--- config.mk ---
export PLATFORM = sky130hd
export DESIGN_NAME = bt_skid_buffer
export DESIGN_NICKNAME = d
export VERILOG_FILES = /design/src/rtl/bt_pkg.sv /design/src/rtl/bt_skid_reg.sv /design/src/rtl/bt_skid_buffer.sv
export SDC_FILE = /design/constraint.sdc
export NUM_CORES = 1
export LEC_CHECK = 0
export BUFFER_PORTS_ARGS = -buffer_cell sky130_fd_sc_hd__buf_2
export CELL_PAD_IN_SITES_DETAIL_PLACEMENT = 0
export CELL_PAD_IN_SITES_GLOBAL_PLACEMENT = 1
export CORE_MARGIN = 4
export CORE_UTILIZATION = 40
export CTS_CLUSTER_DIAMETER = 200
export DETAILED_ROUTE_END_ITERATION = 10
export GPL_TIMING_DRIVEN = 0
export MAX_ROUTING_LAYER = met4
export PLACE_DENSITY = 0.76
export RECOVER_POWER = 50
export SYNTH_ARGS = -nofsm -noshare
export SYNTH_HDL_FRONTEND = slang
export SYNTH_SLANG_ARGS = --single-unit
--- constraint.sdc ---
create_clock -name clk -period 2.1 [get_ports clk]
set_clock_uncertainty 0.05 [all_clocks]
set_input_delay 0.105 -clock clk [delete_from_list [all_inputs] [get_ports clk]]
set_output_delay 0.105 -clock clk [all_outputs]
set_load 0.005 [all_outputs]
--- src/rtl/bt_pkg.sv ---
// Shared constants and FSM state type for the butterfly output skid buffer.
package bt_pkg;

  localparam int unsigned Q         = 8380417;
  localparam int unsigned COEF_W    = 23;
  localparam int unsigned BT_DATA_W = 2 * COEF_W;

  typedef enum logic [1:0] {
    EMPTY = 2'd0,
    HALF  = 2'd1,
    FULL  = 2'd2
  } bt_skid_state_t;

endpackage

--- src/rtl/bt_skid_reg.sv ---
// Load-enabled data register with asynchronous active-low clear.
module bt_skid_reg #(
  parameter int unsigned DATA_W = 46
) (
  input  logic              clk,
  input  logic              reset,
  input  logic              load,
  input  logic [DATA_W-1:0] d,
  output logic [DATA_W-1:0] q
);

  // Capture d when load is high; clear to zero on reset.
  always_ff @(posedge clk or negedge reset) begin
    if (!reset) begin
      q <= '0;
    end else if (load) begin
      q <= d;
    end
  end

endmodule

--- src/rtl/bt_skid_buffer.sv ---
// Two-entry skid buffer between the butterfly output and the memory write port.
// s_ready is registered so it never depends combinationally on m_ready.
// Optional feature: define BT_SKID_STALL_CNT_EN to add the stall_cnt output.
module bt_skid_buffer
  import bt_pkg::*;
#(
  parameter int unsigned DATA_W = BT_DATA_W
) (
  input  logic              clk,
  input  logic              reset,
  input  logic              s_valid,
  input  logic [DATA_W-1:0] s_data,
  output logic              s_ready,
  output logic              m_valid,
  output logic [DATA_W-1:0] m_data,
  input  logic              m_ready,
  output logic [1:0]        occ
`ifdef BT_SKID_STALL_CNT_EN
  ,
  output logic [15:0]       stall_cnt
`endif
);

  bt_skid_state_t    state;
  logic              in_xfer;
  logic              out_xfer;
  logic              main_load;
  logic              skid_load;
  logic [DATA_W-1:0] main_d;
  logic [DATA_W-1:0] skid_q;

  // Handshake decode and register load strobes for the current state.
  always_comb begin
    in_xfer   = s_valid & s_ready;
    out_xfer  = m_valid & m_ready;
    main_load = 1'b0;
    skid_load = 1'b0;
    main_d    = s_data;
    unique case (state)
      EMPTY: main_load = in_xfer;
      HALF: begin
        main_load = in_xfer & out_xfer;
        skid_load = in_xfer & ~out_xfer;
      end
      FULL: begin
        main_load = out_xfer;
        main_d    = skid_q;
      end
      default: ;
    endcase
  end

  // Occupancy FSM; s_ready, m_valid and occ are registered alongside the state.
  always_ff @(posedge clk or negedge reset) begin
    if (!reset) begin
      state   <= EMPTY;
      s_ready <= 1'b1;
      m_valid <= 1'b0;
      occ     <= 2'd0;
    end else begin
      unique case (state)
        EMPTY: begin
          if (in_xfer) begin
            state   <= HALF;
            m_valid <= 1'b1;
            occ     <= 2'd1;
          end
        end
        HALF: begin
          if (in_xfer && !out_xfer) begin
            state   <= FULL;
            s_ready <= 1'b0;
            occ     <= 2'd2;
          end else if (!in_xfer && out_xfer) begin
            state   <= EMPTY;
            m_valid <= 1'b0;
            occ     <= 2'd0;
          end
        end
        FULL: begin
          if (out_xfer) begin
            state   <= HALF;
            s_ready <= 1'b1;
            occ     <= 2'd1;
          end
        end
        default: begin
          state   <= EMPTY;
          s_ready <= 1'b1;
          m_valid <= 1'b0;
          occ     <= 2'd0;
        end
      endcase
    end
  end

  bt_skid_reg #(.DATA_W(DATA_W)) u_main (
    .clk   (clk),
    .reset (reset),
    .load  (main_load),
    .d     (main_d),
    .q     (m_data)
  );

  bt_skid_reg #(.DATA_W(DATA_W)) u_skid (
    .clk   (clk),
    .reset (reset),
    .load  (skid_load),
    .d     (s_data),
    .q     (skid_q)
  );

`ifdef BT_SKID_STALL_CNT_EN
  // Saturating count of cycles where a word is offered but not taken.
  always_ff @(posedge clk or negedge reset) begin
    if (!reset) begin
      stall_cnt <= '0;
    end else if (m_valid && !m_ready && (stall_cnt != 16'hFFFF)) begin
      stall_cnt <= stall_cnt + 16'd1;
    end
  end
`endif

endmodule

==> metrics.md <==
| Metric | Value |
|---|---|
| Status | `complete, no violations` |
| Post-DP HPWL | `a little under 6000 µm` |
| Clk buf depth | `2` |
| Slew HR | `0.284` |
| RSZ-0062 raised after global routing | `false` |
| Leakage | `roughly 2.8 nW` |
| Critical Path RT | `2.28 ns` |
| Starting density of the core | `0.410` |
| Syn_nets | `roughly 320` |
| Clock sinks | `96` |
| Routed Antenna Nets | `0` |
| Vias | `2755` |
| Core outline area | `0.0103 mm²` |
| Actual transition at the worst max-transition pin | `approximately 1.1 ns` |
| Critical path launch point | `state[1]` |
| Syn Std Cell Area | `roughly 0.0042 mm²` |
| Critical path destination | `u_main.q[27]` |
| Root Driver | `clkbuf_8` |
| Routed WL per cell | `roughly 15 µm` |
| Die width | `roughly 110 µm` |
| Maximum clock frequency | `~0.52 GHz` |
| Port bufs | `99` |
| Vias in the first global route | `between 2000 and 3000` |
| CP Class | `flop to flop` |
| Arrival time of the worst setup path | `about 2.1 ns` |
| Critical Path End Type | `flop` |
| Initial antenna violation count | `0` |
| R2r worst-path depth | `5` |
| Largest net degree at the start of global routing | `55` |
| Worst Path Max Fanout | `10` |
| Netlist cell types | `18` |
| Total Die Area | `roughly 0.012 mm²` |
| RePlAce Congestion | `0.702` |
| GRT Resource Usage Total | `0.151` |
| Final min period | `roughly 1.9 ns` |
| Clock slew at reported path FFs | `roughly 0.09 ns` |
| Synth warn | `0` |
| Pwr per Cell Area | `around 560 mW/mm²` |
| Worst R2R Setup Slack | `roughly 0.17 ns` |
| Final hold vios | `0` |
| Hold crit path type | `primary input to flop` |
| Reg2reg start | `state[1]` |
| DRT Wirelength | `8530 µm` |
| Initial DRC count | `36` |
| Startpoint types | `flop` |
| Max IR drop VDD | `between 0.0002 and 0.0003 V` |
| IO Pins | `100` |
| Synth Instances | `around 270` |
| CTS buffer count | `9` |
| Vias per cell | `between 4 and 5` |
| GRT overflow | `0` |
| Seq/Total Area, Yosys | `0.570` |
| Reg-to-reg endpoint | `u_main.q[27]` |
| Share of layout cells above drive strength 1 | `0.581` |
| Diode count | `0` |
| Die Y | `between 100 and 150 µm` |
| Final #Nets | `approximately 480` |
| Final setup vio count | `0` |
| DRC | `0` |
| Syn Area/Cell | `15.8 µm²` |
| Pins Over Slew Limit | `0` |
| MaxCap Viol Count | `0` |
| Period utilization | `0.921` |
| Fin util | `0.541` |
| Global-route wire length before repair | `~15000 µm` |
| Synth Register Bits | `96` |
| Area Overhead vs Synth | `31.8%` |
| Worst skew pair latency | `0.35 ns` |
| CTS tree | `yes` |
| # rows | `37` |
| Htree depth | `3` |
| 1st-pass router iterations | `4` |
| Total power | `a little over 3 mW` |
-- cell usage in the layout (no fill, tap or decap), drive strengths merged --
| cell | instances |
|---|---|
| o22ai | 2 |
| nor2b | 2 |
| a21boi | 1 |
| mux2 | 138 |
| dfstp | 1 |
| a21oi | 1 |
| nand2 | 4 |
| clkinvlp | 3 |
| clkinv | 1 |
| a21o | 1 |
| o22a | 1 |
| clkbuf | 33 |
| dlygate4sd3 | 48 |
| inv | 2 |
| xor2 | 1 |
| nand2b | 1 |
| nand4 | 1 |
| a31oi | 1 |
| o32ai | 1 |
| dfrtp | 95 |
| buf | 96 |
-- Yosys cell counts --
cell	n	share of area
nand2b_1	1	0.0015
mux2_2	138	0.37
o32ai_4	1	0.0065
o22a_1	1	0.0021
a21oi_1	1	0.0012
nand2_1	4	0.0036
a31oi_1	1	0.0015
dfrtp_1	95	0.56
nor2b_1	2	0.0030
dfstp_2	1	0.0062
buf_2	7	0.0083
buf_6	7	0.019
a21o_1	1	0.0018
nand4_1	1	0.0015
o22ai_1	2	0.0030
inv_1	2	0.0018
xor2_1	1	0.0021
a21boi_4	1	0.0045
-- flip-flops by register name, indices dropped and copies added, names as in the netlist --
name	flops
m_valid	1
state	2
u_skid.q	46
s_ready	1
u_main.q	46
-- worst max-delay path, cell delays in order, from the launching register on --
cell     delay [ns]
dfrtp_2        0.46
nor2b_1        0.16
buf_2          0.22
buf_2          0.30
mux2_2         0.36
mux2_2         0.27
-- cell families (layout without fill, tap and decap cells) --
| logic type | Yosys count | count (layout) | share of synthesized area |
|---|---|---|---|
| buf+inv | 16 | 183 | 0.0288 |
| flops | 96 | 96 | 0.570 |
| xor+xnor | 1 | 1 | 0.00208 |
| mux | 138 | 138 | 0.369 |
| compound gates | 8 | 8 | 0.0205 |
| simple gates | 8 | 8 | 0.00950 |
-- per-stage QoR --
stage	worst slack, ns	hold WS, ns	instances	setup TNS, ns	area, µm²
after floorplan	0.304	-0.241	267	0	4210
after global placement	-0.0707	0.241	502	-6.30	4880
after detailed placement	0.00113	0.0842	503	0	4910
after CTS	0.0326	0.0790	570	0	5580
after global routing	0.0771	0.104	570	0	5560
final	0.165	0.103	570	0	5560
-- worst min path at each step --
stage,depth (start not counted),end,start
after floorplan,0,m_valid,reset
after global placement,2,s_ready,s_valid
after detailed placement,1,u_skid.q[12],reset
after CTS,3,m_valid,m_ready
after global routing,3,m_valid,m_ready
final,3,m_valid,m_ready
-- power breakdown --
part	internal (mW)	switching [mW]
sequential	1.85	0
clock	0.435	0.624
combinational	0.130	0.0814
total	2.41	0.706
-- layout make-up --
type / count / area [µm²]
buffer: 14 / 116
clock buffer: 12 / 135
clock inverter: 4 / 31.3
fill: 937 / 4720
inverter: 2 / 7.51
multi-input combinational: 155 / 1690
sequential: 96 / 2400
tap: 136 / 170
timing repair buffer: 151 / 1000
-- metal layers --
layer	vias to the layer above	track usage	wire length, µm
met5	-	-	0
met4	0	0.0443	70
met3	5	0.0340	344
met2	62	0.240	4170
met1	1404	0.196	3950
li1	1284	-	-
-- timing repair --
| item | CTS | global route |
|---|---|---|
| buffers inserted | 3 | 0 |
| pin swaps | 1 | 0 |
| endpoints found under the hold margin | 89 | 0 |
| endpoints found under the setup margin | 4 | 13 |
| hold buffers | 48 | 0 |
| resized for setup | 0 | 2 |
(Power assumes the default switching activity.)
